$ cat src/rtl/seq_stage_controller.sv
// seq_stage_controller
//   Multi-cycle sequencer for the Y86-64 sequential core. It owns the architectural PC and
//   steps fetch, decode, execute, memory, writeback and PC update, one stage per non-stalled
//   cycle (6 cycles per instruction). It latches the fetch, execute and memory results it
//   needs, computes the next PC, and stops the machine with a status code on halt, invalid
//   instruction or address error.
//
// Ports
//   clk, rst_n        clock (rising edge) and asynchronous active-low reset
//   stall             freezes the sequencer and forces every stage enable low
//   icode/valC/valP   fetch results, sampled in the decode state
//   in_mem/in_inst/hlt fetch fault and halt flags, sampled in the decode state
//   cnd               execute condition, sampled in the memory state
//   valM/dmem_error   data memory result and fault, sampled in the writeback state
//   pc                current architectural PC driven to fetch
//   *_en              one-hot stage enables
//   stat              1=AOK 2=HLT 3=ADR 4=INS
//   halted            machine stopped, waiting for reset
//   inst_count        retired instructions, wraps modulo 2^COUNT_W
module seq_stage_controller #(
  parameter logic [63:0] RESET_PC = 64'h0,
  parameter int unsigned COUNT_W  = 32
) (
  input  logic               clk,
  input  logic               rst_n,
  input  logic               stall,
  input  logic [3:0]         icode,
  input  logic [63:0]        valC,
  input  logic [63:0]        valP,
  input  logic               in_mem,
  input  logic               in_inst,
  input  logic               hlt,
  input  logic               cnd,
  input  logic [63:0]        valM,
  input  logic               dmem_error,
  output logic [63:0]        pc,
  output logic               fetch_en,
  output logic               decode_en,
  output logic               exec_en,
  output logic               mem_en,
  output logic               wb_en,
  output logic [2:0]         stat,
  output logic               halted,
  output logic [COUNT_W-1:0] inst_count
);

  localparam logic [2:0] StatAok = 3'd1;
  localparam logic [2:0] StatHlt = 3'd2;
  localparam logic [2:0] StatAdr = 3'd3;
  localparam logic [2:0] StatIns = 3'd4;

  localparam logic [3:0] IcodeHalt = 4'h0;
  localparam logic [3:0] IcodeJxx  = 4'h7;
  localparam logic [3:0] IcodeCall = 4'h8;
  localparam logic [3:0] IcodeRet  = 4'h9;
  localparam logic [3:0] IcodeMax  = 4'hB;

  typedef enum logic [2:0] {
    StFetch,
    StDecode,
    StExecute,
    StMemory,
    StWriteback,
    StPcUpdate,
    StHalt
  } state_e;

  state_e               state_q, state_d;
  logic [63:0]          pc_q, pc_d;
  logic [2:0]           stat_q, stat_d;
  logic [COUNT_W-1:0]   count_q, count_d;
  logic [3:0]           icode_q, icode_d;
  logic [63:0]          valc_q, valc_d;
  logic [63:0]          valp_q, valp_d;
  logic                 cnd_q, cnd_d;
  logic [63:0]          valm_q, valm_d;

  logic [63:0]          new_pc;
  logic                 mem_access;

  // Instructions that touch data memory; only these can raise a data address error.
  assign mem_access = icode_q inside {4'h4, 4'h5, 4'h8, 4'h9, 4'hA, 4'hB};

  always_comb begin
    new_pc = valp_q;
    if (icode_q == IcodeCall || (icode_q == IcodeJxx && cnd_q)) begin
      new_pc = valc_q;
    end else if (icode_q == IcodeRet) begin
      new_pc = valm_q;
    end
  end

  always_comb begin
    state_d = state_q;
    pc_d    = pc_q;
    stat_d  = stat_q;
    count_d = count_q;
    icode_d = icode_q;
    valc_d  = valc_q;
    valp_d  = valp_q;
    cnd_d   = cnd_q;
    valm_d  = valm_q;

    if (!stall) begin
      unique case (state_q)
        StFetch: state_d = StDecode;

        StDecode: begin
          icode_d = icode;
          valc_d  = valC;
          valp_d  = valP;
          // Priority: fetch address error, then invalid instruction, then halt.
          if (in_mem) begin
            stat_d  = StatAdr;
            state_d = StHalt;
          end else if (in_inst || icode > IcodeMax) begin
            stat_d  = StatIns;
            state_d = StHalt;
          end else if (hlt || icode == IcodeHalt) begin
            stat_d  = StatHlt;
            state_d = StHalt;
          end else begin
            state_d = StExecute;
          end
        end

        StExecute: state_d = StMemory;

        StMemory: begin
          cnd_d   = cnd;
          state_d = StWriteback;
        end

        StWriteback: begin
          valm_d = valM;
          if (dmem_error && mem_access) begin
            stat_d  = StatAdr;
            state_d = StHalt;
          end else begin
            state_d = StPcUpdate;
          end
        end

        StPcUpdate: begin
          pc_d    = new_pc;
          count_d = count_q + COUNT_W'(1);
          state_d = StFetch;
        end

        // Terminal until reset; PC, status and count stay frozen.
        StHalt: state_d = StHalt;

        default: state_d = StFetch;
      endcase
    end
  end

  always_ff @(posedge clk or negedge rst_n) begin
    if (!rst_n) begin
      state_q <= StFetch;
      pc_q    <= RESET_PC;
      stat_q  <= StatAok;
      count_q <= '0;
      icode_q <= '0;
      valc_q  <= '0;
      valp_q  <= '0;
      cnd_q   <= 1'b0;
      valm_q  <= '0;
    end else begin
      state_q <= state_d;
      pc_q    <= pc_d;
      stat_q  <= stat_d;
      count_q <= count_d;
      icode_q <= icode_d;
      valc_q  <= valc_d;
      valp_q  <= valp_d;
      cnd_q   <= cnd_d;
      valm_q  <= valm_d;
    end
  end

  // Enables decode the state directly so fetch_en is already high while in reset.
  assign fetch_en   = !stall && (state_q == StFetch);
  assign decode_en  = !stall && (state_q == StDecode);
  assign exec_en    = !stall && (state_q == StExecute);
  assign mem_en     = !stall && (state_q == StMemory);
  assign wb_en      = !stall && (state_q == StWriteback);

  assign pc         = pc_q;
  assign stat       = stat_q;
  assign halted     = (state_q == StHalt);
  assign inst_count = count_q;

endmodule
$ cat config.mk
export PLATFORM = sky130hd
export DESIGN_NAME = seq_stage_controller
export DESIGN_NICKNAME = d
export VERILOG_FILES = /design/src/rtl/seq_stage_controller.sv
export SDC_FILE = /design/constraint.sdc
export NUM_CORES = 1
export LEC_CHECK = 0
export ABC_CLOCK_PERIOD_IN_PS = 2050
export CORE_ASPECT_RATIO = 0.75
export CORE_MARGIN = 10
export CORE_UTILIZATION = 45
export DETAILED_ROUTE_END_ITERATION = 10
export PLACE_DENSITY_LB_ADDON = 0.08
export SYNTH_ARGS = -nofsm -noshare
export SYNTH_HDL_FRONTEND = slang
export SYNTH_SLANG_ARGS = --single-unit
export TNS_END_PERCENT = 100
$ cat constraint.sdc
create_clock -name clk -period 2.05 [get_ports clk]
set_clock_uncertainty 0.2 [all_clocks]
set_input_delay 0.41 -clock clk [delete_from_list [all_inputs] [get_ports clk]]
set_output_delay 0.41 -clock clk [all_outputs]
set_load 0.02 [all_outputs]
Word-level counts from Yosys, hierarchy flattened:

Cells that the tools add are included.

* bits in registers: 299
* bits of input ports: 204
* logic and storage cells: 59

* $add $sub $neg: 1
* order comparisons: 1
* equal/unequal tests: 15
* multiplexer cells: 12
* bitwise gates (word level): 1
* reduce and logical (&&, ||, !) cells: 20

Operator list (count)
* two-way mux 64 bit: 2
* adder 32 x 1 -> 32 bit, second input constant: 1
* two-way mux 3 bit: 7
* one-hot mux 3 bit (6 select lines): 1
* equality test 4 bit, second input constant: 4
* equality test 4 x 3 -> 1 bit, second input constant: 3
* equality test 3 bit, second input constant: 3
* AND reduction 2 bit: 4
* logical AND 1 bit: 7
* equality test 3 x 2 -> 1 bit, second input constant: 2
* one-hot mux 3 bit (2 select lines): 1
* nonzero test 6 bit: 1
* greater-than comparator 4 bit, second input constant: 1
* logical NOT 4 bit: 1
* != test 4 bit, second input constant: 1
* AND reduction 4 bit: 1
* equality test 3 x 1 -> 1 bit, second input constant: 1
* logical NOT 3 bit: 1
* logical OR 1 bit: 3
* two-way mux 2 bit: 1
* != test 2 bit, second input constant: 1
* nonzero test 2 bit: 1
* logical NOT 1 bit: 1
* inverter 1 bit: 1

Depth between registers and ports, before layout:

Gate-level depths: netlist (run 1).

* word-level depth: 6
* gate-level depth with buffers: 7
* mapped depth without buffers: 5

Worst setup path before layout (run 1):

OpenSTA, ideal clock, no wires.

* path kind: input -> register
* start point: in stall
* end point: reg cnd_q
* library setup time: 0.125 ns
* data arrival time: 1.670 ns
* setup slack: 0.055 ns
* stages on the path: 4
* cells stage by stage: buf_2 nand2b_1 nor3_1 mux2_2

* longest elaborated chain between the ends: 2

RTL lines
* from (decl): RTL line 26 `input logic stall,`
* inverter 1 bit (no line)
* AND reduction 2 bit (no line)
* to (signal assigned): RTL line 177 `cnd_q <= cnd_d;`
* to (decl): RTL line 75 `logic cnd_q, cnd_d;`

Every way passes these cells.
A chain may end at the register's enable or synchronous reset.

Worst setup path in the final report (run 1):

* start point: reg state_q[2]
* end point: out decode_en

* longest elaborated chain between the ends: 2

RTL lines
* from (decl): RTL line 68 `state_e state_q, state_d;`
* from (signal assigned): RTL line 160 `state_q <= StFetch;`
* from (signal assigned): RTL line 170 `state_q <= state_d;`
* equality test 3 x 1 -> 1 bit: RTL line 184 `assign decode_en = !stall && (state_q == StDecode);`
* logical AND 1 bit: RTL line 184
* to (decl): RTL line 38 `output logic decode_en,`

Every way passes these cells.

==> flow_summary.html, run 1 <==
<table>
<tr><th>Metric</th><th>Value</th></tr>
<tr><th colspan="2">Setup path</th></tr>
<tr><td>Capture instance of the worst register-to-register path</td><td>valp_q[41]</td></tr>
<tr><td>Critical Path AT</td><td>1.59 ns</td></tr>
<tr><td>Critical path cell sequence</td><td>buf_6 -&gt; nor4b_4 -&gt; buf_4</td></tr>
<tr><td>CP Class</td><td>reg2out</td></tr>
<tr><td>Worst Setup End Kind</td><td>output pin</td></tr>
<tr><td>Required time of the critical path</td><td>1.44 ns</td></tr>
<tr><td>Delay contributed by the slowest stage of the critical path</td><td>0.42 ns</td></tr>
<tr><td>Top fanout value on the critical path</td><td>3</td></tr>
<tr><td>Crit-path leading delay family</td><td>flip-flops</td></tr>
<tr><td>CP max-delay cell</td><td>sky130_fd_sc_hd__dfrtp_1</td></tr>
<tr><td>Number of buffers and inverters on the critical path</td><td>2</td></tr>
<tr><td>RR Startpoint</td><td>state_q[2]</td></tr>
<tr><td>Startpoint class of the critical path</td><td>flop</td></tr>
<tr><td>R2R setup slack</td><td>-0.12 ns</td></tr>
<tr><td>Worst r2r path cells</td><td>6</td></tr>
<tr><th colspan="2">Power and ir drop</th></tr>
<tr><td>Switching share of power</td><td>0.323</td></tr>
<tr><td>Internal Power</td><td>around 17000 uW</td></tr>
<tr><td>Power Total</td><td>around 25000 uW</td></tr>
<tr><td>Comb power frac</td><td>0.372</td></tr>
<tr><td>Reported leakage power</td><td>0.00807 uW</td></tr>
<tr><td>Power density over the cells</td><td>1350 nW/um2</td></tr>
<tr><td>Proportion of power drawn by the clock network</td><td>0.224</td></tr>
<tr><td>Part of the total power dissipated in sequential elements</td><td>0.403</td></tr>
<tr><td>Power dissipated by switching net loads</td><td>8050 uW</td></tr>
<tr><td>VDD IR-drop max</td><td>roughly 0.00076 V</td></tr>
<tr><th colspan="2">Placement</th></tr>
<tr><td>Count of buffers from port buffering</td><td>308</td></tr>
<tr><td>Post-detail-place hpwl</td><td>26.8 mm</td></tr>
<tr><td>Final weighted congestion in routability-driven placement</td><td>slightly above 0.8</td></tr>
<tr><th colspan="2">Logic synthesis</th></tr>
<tr><td>Main combinational cell family by area after synthesis</td><td>multiplexers</td></tr>
<tr><td>Cell types with the largest area share after synthesis</td><td>sky130_fd_sc_hd__dfrtp_1 58%, sky130_fd_sc_hd__mux2_2 17%, sky130_fd_sc_hd__a211oi_1 3.7%</td></tr>
<tr><td>Syn_area_per_cell</td><td>12.6 um2</td></tr>
<tr><td>Yosys synthesis warning count</td><td>0</td></tr>
<tr><td>Adder and majority gate portion of the synthesized area</td><td>0.000975</td></tr>
<tr><td>Number of distinct standard cells referenced by the synthesized netlist</td><td>45</td></tr>
<tr><td>Cell with the most instances after synthesis</td><td>sky130_fd_sc_hd__dfrtp_1</td></tr>
<tr><td>Cell type with the highest aggregate area in the netlist</td><td>sky130_fd_sc_hd__dfrtp_1</td></tr>
<tr><td>Ys async rst share</td><td>1.00</td></tr>
<tr><td>Synth Register Bits</td><td>around 300</td></tr>
<tr><td>Post-synthesis share of cell area spent on and, or, nand and nor gates</td><td>0.0921</td></tr>
<tr><td>Most frequent cells after synthesis</td><td>298 x sky130_fd_sc_hd__dfrtp_1, 197 x sky130_fd_sc_hd__mux2_2, 80 x sky130_fd_sc_hd__nand2_1, 71 x sky130_fd_sc_hd__o21ai_0, 66 x sky130_fd_sc_hd__nor2b_1</td></tr>
<tr><td>XOR/XNOR Fraction of Synth Area</td><td>0.0212</td></tr>
<tr><td>Synth Area in Compound Gates</td><td>0.0949</td></tr>
<tr><td>Synthesized cell area</td><td>12800 um2</td></tr>
<tr><td>Sequential-to-total area share from yosys stat</td><td>0.583</td></tr>
<tr><td>Gate Count Post-Synth</td><td>1021</td></tr>
<tr><td>Area fraction of the dominant cell type after synthesis</td><td>0.581</td></tr>
<tr><td>Synthesized net count</td><td>about 1200</td></tr>
<tr><td>Number of enable-type register cells in the synthesized netlist</td><td>0</td></tr>
<tr><td>Multiplexer share of the synthesized area</td><td>0.176</td></tr>
<tr><td>Predominant post-synthesis flop cell</td><td>sky130_fd_sc_hd__dfrtp_1</td></tr>
<tr><th colspan="2">Route</th></tr>
<tr><td>Final routed wirelength across all metal layers</td><td>39.2 mm</td></tr>
<tr><td>Vias per inst</td><td>5.25</td></tr>
<tr><td>Via count of the routed design</td><td>9515</td></tr>
<tr><td>Post-route DRC violation count</td><td>0</td></tr>
<tr><td>Initial drt markers</td><td>504</td></tr>
<tr><td>Pre-Repair DR Iteration Count</td><td>7</td></tr>
<tr><td>Wirelength per Cell</td><td>around 22 um</td></tr>
<tr><td>Antenna viol nets, final</td><td>0</td></tr>
<tr><th colspan="2">STA</th></tr>
<tr><td>Least setup slack across all paths after layout</td><td>-0.147 ns</td></tr>
<tr><td>Slew Limit Headroom</td><td>0.738</td></tr>
<tr><td>Max Fclk</td><td>455 MHz</td></tr>
<tr><td>Worst slew pin tran</td><td>0.393 ns</td></tr>
<tr><td>Hold Vio Cnt, Final</td><td>0</td></tr>
<tr><td>Post-route minimum period</td><td>approximately 2.2 ns</td></tr>
<tr><td>RSZ-0062 raised after global routing</td><td>yes</td></tr>
<tr><td>Portion of the clock cycle consumed by the worst path in the final layout</td><td>1.07</td></tr>
<tr><td>Pins over their slew limit</td><td>0</td></tr>
<tr><td>Final setup viols</td><td>124</td></tr>
<tr><th colspan="2">Final layout</th></tr>
<tr><td>Nets</td><td>1607</td></tr>
<tr><td>Share of layout cells above drive strength 1</td><td>0.271</td></tr>
<tr><td>Area growth from synthesis to final layout</td><td>43.9%</td></tr>
<tr><td>Final core area utilization</td><td>0.659</td></tr>
<tr><th colspan="2">GRT</th></tr>
<tr><td>Global route total overflow</td><td>0</td></tr>
<tr><td>Initial antenna violation count</td><td>6</td></tr>
<tr><td>Combined global-route utilization of all metal layers</td><td>0.208</td></tr>
<tr><td>Vias in the first global route</td><td>9915</td></tr>
<tr><td>Global-route wire length before repair</td><td>59.4 mm</td></tr>
<tr><td>Largest net degree at the start of global routing</td><td>between 70 and 80</td></tr>
<tr><th colspan="2">Clock network</th></tr>
<tr><td>Htree depth</td><td>1</td></tr>
<tr><td>Maximum buffer depth of the clock tree</td><td>3</td></tr>
<tr><td>Root Buffer Master</td><td>sky130_fd_sc_hd__clkbuf_16</td></tr>
<tr><td>Inserted Clock Buffers</td><td>30</td></tr>
<tr><td>Clock-pin slew of the registers on the worst-case setup and hold paths</td><td>0.06 ns</td></tr>
<tr><td>Clock Sink Count</td><td>299</td></tr>
<tr><td>Source-to-sink clock delay at the later pin of the worst-skew pair</td><td>about 0.55 ns</td></tr>
<tr><td>Clock tree from TritonCTS</td><td>done</td></tr>
<tr><th colspan="2">Floorplanning</th></tr>
<tr><td>Core area</td><td>28100 um2</td></tr>
<tr><td>Number of primary I/O pins</td><td>309</td></tr>
<tr><td>Area of the die</td><td>35800 um2</td></tr>
<tr><td>Starting density of the core</td><td>0.458</td></tr>
<tr><td>Die height</td><td>166 um</td></tr>
<tr><td>Placement row count</td><td>53</td></tr>
<tr><td>Die extent in x</td><td>215 um</td></tr>
<tr><th colspan="2">Outcome</th></tr>
<tr><td>Outcome</td><td>finished with violations</td></tr>
<tr><td>Violations in the final reports</td><td>negative setup slack</td></tr>
<tr><th colspan="2">Run</th></tr>
<tr><td>Max Cap Violations</td><td>0</td></tr>
<tr><th colspan="2">Worst hold path</th></tr>
<tr><td>Hold WC Path Type</td><td>in2async</td></tr>
</table>
[metrics by stage]
step                      TNS (ns)  setup WS (ns)  std cells  hold WS [ns]  area [um2]
after floorplan                  0         0.0552       1021       -0.0856       12800
after global placement     -103.08         -0.513       1715        0.0933       16800
after detailed placement   -106.50         -0.513       1715        0.0939       16800
after CTS                   -14.44         -0.182       1795         0.102       18200
after global routing        -21.68         -0.241       1810         0.133       18500
final                        -9.31         -0.147       1811         0.129       18500
[repair_timing]
| action | CTS | global route |
|---|---|---|
| hold buffers | 1 | 0 |
| cloned | 8 | 3 |
| endpoints found under the setup margin | 214 | 242 |
| buffers inserted | 17 | 12 |
| endpoints found under the hold margin | 298 | 0 |
| pin swaps | 6 | 5 |
| gates resized for setup | 158 | 30 |
[layout by cell type, fill, tap and decap left out, drive strengths merged, types with 2 or more instances in the layout]
master / netlist / layout
inv: 4 / 4
nand3: 14 / 14
o21ai: 131 / 131
buf: 46 / 106
and3: 2 / 2
diode: 0 / 2
mux2: 199 / 199
nor3: 7 / 7
dfrtp: 298 / 298
nand2b: 3 / 3
clkbuf: 22 / 52
dlygate4sd2: 0 / 92
nor4: 6 / 6
bufinv: 0 / 2
xor2: 4 / 4
xnor2: 27 / 27
nand2: 80 / 80
nor2: 8 / 8
nand4: 19 / 19
bufbuf: 0 / 6
and4: 2 / 2
clkinv: 0 / 4
clkdlybuf4s15: 0 / 7
clkdlybuf4s50: 0 / 201
nor2b: 66 / 66
a211oi: 64 / 64
[area by class of cell]
type                            count  area [um2]
Fill cell                        2249        9580
Sequential cell                   299        7490
Clock buffer                       48         920
Timing Repair Buffer              417        4430
Antenna cell                        2        5.00
Tap cell                          385         482
Multi-Input combinational cell    650        5050
Clock inverter                      6        87.6
Inverter                            4        15.0
[worst max-delay path by stage]
stage / end / cells after the start / from
after global routing: decode_en / 3 / state_q[2]
after detailed placement: valc_q[39] / 7 / stall
final: decode_en / 3 / state_q[2]
after global placement: decode_en / 4 / stall
after floorplan: cnd_q / 4 / stall
after CTS: decode_en / 3 / state_q[2]
[layer usage]
metal	vias to the layer above	part of all wire	global-route usage	wire, um
li1	4395	-	-	-
met1	4796	0.45	0.277	17500
met2	263	0.48	0.343	18800
met3	53	0.059	0.0519	2300
met4	8	0.015	0.0348	575
met5	-	0.0015	0	59
[cell families after synthesis]
logic type | count (synthesis)
buffers and inverters | 72
DFF | 299
and+or+nand+nor | 214
AOI/OAI and AO/OA | 204
xor gates and xnor gates | 31
muxes | 200
adders and majority gates | 1
[flip-flops by register name, indices dropped and copies added, names as in the netlist]
| register | cells |
|---|---|
| pc | 64 |
| stat | 3 |
| inst_count | 32 |
| cnd_q | 1 |
| valp_q | 64 |
| valc_q | 64 |
| valm_q | 64 |
| icode_q | 4 |
| state_q | 3 |
[power groups by stage]
stage          Combinational, uW  Clock (uW)  Sequential [uW]
3_5_place_dp                9070           0            10100
2_1_floorplan               4830           0            10400
3_3_place_gp                8850           0            10000
6_report                    9270        5580            10000
4_1_cts                     9050        5690            10000
5_1_grt                    10100        5940            10400
Note: power is estimated with default switching activity, not from simulation.
==> run 2, diff against run 1 <==
ABC_AREA = 1   (was not set)
CORE_UTILIZATION = 46   (was 45)
==> flow_summary.html, run 2 <==
<table>
<tr><th>Metric</th><th>Value</th></tr>
<tr><th colspan="2">Outcome</th></tr>
<tr><td>Outcome</td><td>finished with violations</td></tr>
<tr><td>Violations in the final reports</td><td>negative setup slack</td></tr>
<tr><th colspan="2">Clock network</th></tr>
<tr><td>Root Buffer Master</td><td>sky130_fd_sc_hd__clkbuf_16</td></tr>
<tr><td>Source-to-sink clock delay at the later pin of the worst-skew pair</td><td>0.56 ns (about the same)</td></tr>
<tr><td>Htree depth</td><td>1 (unchanged)</td></tr>
<tr><td>Maximum buffer depth of the clock tree</td><td>3 (unchanged)</td></tr>
<tr><td>Clock Sink Count</td><td>299 (unchanged)</td></tr>
<tr><td>Inserted Clock Buffers</td><td>30 (unchanged)</td></tr>
<tr><td>Clock-pin slew of the registers on the worst-case setup and hold paths</td><td>0.06 ns (about the same)</td></tr>
<tr><td>Clock tree from TritonCTS</td><td>done</td></tr>
<tr><th colspan="2">Floorplanning</th></tr>
<tr><td>Core area</td><td>28900 um2 (+3.1%)</td></tr>
<tr><td>Starting density of the core</td><td>0.463 (+0.00562)</td></tr>
<tr><td>Die extent in x</td><td>217 um (+0.94%)</td></tr>
<tr><td>Die height</td><td>168 um (+0.91%)</td></tr>
<tr><td>Placement row count</td><td>54 (+1.9%)</td></tr>
<tr><td>Number of primary I/O pins</td><td>309 (unchanged)</td></tr>
<tr><td>Area of the die</td><td>36400 um2 (+1.9%)</td></tr>
<tr><th colspan="2">Logic synthesis</th></tr>
<tr><td>Yosys synthesis warning count</td><td>0 (unchanged)</td></tr>
<tr><td>Predominant post-synthesis flop cell</td><td>sky130_fd_sc_hd__dfrtp_1</td></tr>
<tr><td>Synthesized cell area</td><td>13400 um2 (+4.4%)</td></tr>
<tr><td>Sequential-to-total area share from yosys stat</td><td>0.559 (-0.0243)</td></tr>
<tr><td>Area fraction of the dominant cell type after synthesis</td><td>0.557 (-0.0243)</td></tr>
<tr><td>Most frequent cells after synthesis</td><td>740 x sky130_fd_sc_hd__nand2_1, 298 x sky130_fd_sc_hd__dfrtp_1, 129 x sky130_fd_sc_hd__a21oi_1, 124 x sky130_fd_sc_hd__nor2_1, 124 x sky130_fd_sc_hd__o21ai_0</td></tr>
<tr><td>Synth Register Bits</td><td>299 (unchanged)</td></tr>
<tr><td>Cell with the most instances after synthesis</td><td>sky130_fd_sc_hd__nand2_1</td></tr>
<tr><td>Synthesized net count</td><td>1881 (+53%)</td></tr>
<tr><td>Gate Count Post-Synth</td><td>1676 (+64%)</td></tr>
<tr><td>Ys async rst share</td><td>1.00 (unchanged)</td></tr>
<tr><td>Number of distinct standard cells referenced by the synthesized netlist</td><td>30 (-33%)</td></tr>
<tr><td>Syn_area_per_cell</td><td>7.99 um2 (-36%)</td></tr>
<tr><td>Cell types with the largest area share after synthesis</td><td>sky130_fd_sc_hd__dfrtp_1 56%, sky130_fd_sc_hd__nand2_1 21%, sky130_fd_sc_hd__a21oi_1 4.8%</td></tr>
<tr><td>Cell type with the highest aggregate area in the netlist</td><td>sky130_fd_sc_hd__dfrtp_1</td></tr>
<tr><td>Number of enable-type register cells in the synthesized netlist</td><td>0 (unchanged)</td></tr>
<tr><th colspan="2">STA</th></tr>
<tr><td>Least setup slack across all paths after layout</td><td>-0.104 ns (+0.0429 ns)</td></tr>
<tr><td>RSZ-0062 raised after global routing</td><td>yes</td></tr>
<tr><td>Setup total negative slack</td><td>-0.320 ns (+8.99 ns)</td></tr>
<tr><td>Hold Vio Cnt, Final</td><td>0 (unchanged)</td></tr>
<tr><td>Post-route minimum period</td><td>2.15 ns (-0.0429 ns)</td></tr>
<tr><td>Max Fclk</td><td>464 MHz (+2.0%)</td></tr>
<tr><td>Worst slew pin tran</td><td>0.478 ns (+0.0855 ns)</td></tr>
<tr><td>Portion of the clock cycle consumed by the worst path in the final layout</td><td>1.05 (-0.0209)</td></tr>
<tr><td>Final setup viols</td><td>6 (-95%)</td></tr>
<tr><td>Slew Limit Headroom</td><td>0.681 (-0.0570)</td></tr>
<tr><td>Pins over their slew limit</td><td>0 (unchanged)</td></tr>
<tr><th colspan="2">Route</th></tr>
<tr><td>Final routed wirelength across all metal layers</td><td>42.3 mm (+8.0%)</td></tr>
<tr><td>Wirelength per Cell</td><td>17.5 um (-19%)</td></tr>
<tr><td>Pre-Repair DR Iteration Count</td><td>5 (-2)</td></tr>
<tr><td>Vias per inst</td><td>5.00 (-4.9%)</td></tr>
<tr><td>Via count of the routed design</td><td>12082 (+27%)</td></tr>
<tr><td>Initial drt markers</td><td>945 (+88%)</td></tr>
<tr><td>Antenna viol nets, final</td><td>0 (unchanged)</td></tr>
<tr><td>Post-route DRC violation count</td><td>0 (unchanged)</td></tr>
<tr><th colspan="2">Power and ir drop</th></tr>
<tr><td>Power density over the cells</td><td>1330 nW/um2 (-1.0%)</td></tr>
<tr><td>Reported leakage power</td><td>0.00903 uW (+12%)</td></tr>
<tr><td>VDD IR-drop max</td><td>0.000765 V (+0.46%)</td></tr>
<tr><td>Power Total</td><td>24300 uW (-2.4%)</td></tr>
<tr><th colspan="2">Setup path</th></tr>
<tr><td>CP Class</td><td>reg2out</td></tr>
<tr><td>Worst Setup End Kind</td><td>output pin</td></tr>
<tr><td>Required time of the critical path</td><td>1.44 ns (about the same)</td></tr>
<tr><td>RR Startpoint</td><td>state_q[1]</td></tr>
<tr><td>Top fanout value on the critical path</td><td>2 (-1)</td></tr>
<tr><td>Worst setup path startpoint</td><td>state_q[0]</td></tr>
<tr><td>Startpoint class of the critical path</td><td>flop</td></tr>
<tr><td>Critical Path AT</td><td>1.54 ns (-0.05 ns)</td></tr>
<tr><th colspan="2">Placement</th></tr>
<tr><td>Final weighted congestion in routability-driven placement</td><td>0.920 (+12%)</td></tr>
<tr><td>Count of buffers from port buffering</td><td>308 (unchanged)</td></tr>
<tr><td>Post-detail-place hpwl</td><td>29.5 mm (+9.8%)</td></tr>
<tr><th colspan="2">Run</th></tr>
<tr><td>Max Cap Violations</td><td>0 (unchanged)</td></tr>
<tr><th colspan="2">Final layout</th></tr>
<tr><td>Final core area utilization</td><td>0.630 (-0.0286)</td></tr>
<tr><td>Share of layout cells above drive strength 1</td><td>0.0782 (-0.193)</td></tr>
<tr><td>Nets</td><td>2205 (+37%)</td></tr>
<tr><td>Most used cells in the layout excluding fill and tap cells</td><td>736 x sky130_fd_sc_hd__nand2_1, 296 x sky130_fd_sc_hd__dfrtp_1, 202 x sky130_fd_sc_hd__clkdlybuf4s50_1, 129 x sky130_fd_sc_hd__a21oi_1, 124 x sky130_fd_sc_hd__o21ai_0</td></tr>
<tr><td>Area growth from synthesis to final layout</td><td>36.0%</td></tr>
<tr><td>Most common library cell in the layout ignoring fill and taps</td><td>sky130_fd_sc_hd__nand2_1</td></tr>
<tr><th colspan="2">GRT</th></tr>
<tr><td>Vias in the first global route</td><td>11955 (+21%)</td></tr>
<tr><td>Combined global-route utilization of all metal layers</td><td>0.226 (+0.0177)</td></tr>
<tr><td>Global route total overflow</td><td>0 (unchanged)</td></tr>
<tr><td>Largest net degree at the start of global routing</td><td>126 (+73%)</td></tr>
<tr><td>Global-route wire length before repair</td><td>66.3 mm (+12%)</td></tr>
<tr><td>Initial antenna violation count</td><td>7 (+1)</td></tr>
<tr><th colspan="2">Worst hold path</th></tr>
<tr><td>Hold WC Path Type</td><td>in2async</td></tr>
</table>
[run 2: final cells by class]
type                    instances  area (um2)
diodes                          5        12.5
clock buffers                  44         895
clock inverters                 9         100
fillers                      2699       10700
inverters                     102         388
multi-input cells            1191        5120
flip-flops and latches        299        7490
well taps                     392         490
repair buffers                376        3730
[run 2: worst max-delay path, cell delays in order, from the launching register on]
cell	delay, ns
sky130_fd_sc_hd__dfrtp_1	0.39
sky130_fd_sc_hd__inv_2	0.09
sky130_fd_sc_hd__nand2_4	0.06
sky130_fd_sc_hd__nor2_4	0.12
sky130_fd_sc_hd__inv_2	0.06
sky130_fd_sc_hd__nor2_4	0.13
sky130_fd_sc_hd__buf_6	0.13
[run 2: timing repair]
action / CTS / global route
gates cloned: 0 / 0
hold endpoints to repair: 272 / 0
setup buffers: 4 / 6
hold buffers: 1 / 0
gates resized for setup: 146 / 17
pin swaps: 2 / 5
endpoints found under the setup margin: 105 / 15
[run 2: kinds of logic after synthesis]
logic type	share of synthesized area
flip-flops	0.559
AO/OA/AOI/OAI	0.0964
AND/OR/NAND/NOR	0.269
buffers and inverters	0.0645
adder cells (fa/ha/maj)	0.000934
XOR/XNOR	0.0105
[run 2: report_power, final]
| group | switching, uW | internal (uW) |
|---|---|---|
| logic | 5590 | 3380 |
| clock network | 2300 | 3250 |
| registers | 1320 | 8460 |
[run 2: worst paths after layout]
| check | endpoint | cells past startpoint | slack [ns] |
|---|---|---|---|
| setup / recovery | wb_en | 6 | -0.10 |
| hold / removal | stat[1] | 2 | 0.18 |
| setup reg to reg | pc[0] | 9 | 0.14 |
| hold reg to reg | valp_q[40] | 2 | 0.27 |
| max in group asynchronous | state_q[2] | 3 | 0.75 |
| min in group clk | valp_q[9] | 3 | 0.18 |
[run 2: metrics by stage]
stage          setup WS, ns  area, um2  std cells  hold slack, ns
6_report             -0.104      18200       2418           0.175
5_1_grt              -0.162      18200       2418           0.169
4_1_cts              -0.127      18100       2408           0.158
3_5_place_dp         -0.411      17200       2350           0.159
3_3_place_gp         -0.405      17200       2350           0.158
2_1_floorplan         0.215      13400       1676         -0.0856
[run 2: metal layers]
| metal | routed length (um) | up-vias | part of all wire | GRT usage |
|---|---|---|---|---|
| met3 | 2690 | 63 | 0.063 | 0.0494 |
| met2 | 19800 | 345 | 0.47 | 0.356 |
| li1 | - | 5870 | - | - |
| met4 | 1020 | 4 | 0.024 | 0.0682 |
| met5 | 32 | - | 0.00076 | 0 |
| met1 | 18800 | 5800 | 0.44 | 0.307 |
==> run 3, diff against run 2 <==
ABC_AREA = 0   (was 1)
CORE_UTILIZATION = 45   (was 46)
==> results of run 3 <==
No change in the layout: final DEF, timing and power equal those of run 1.
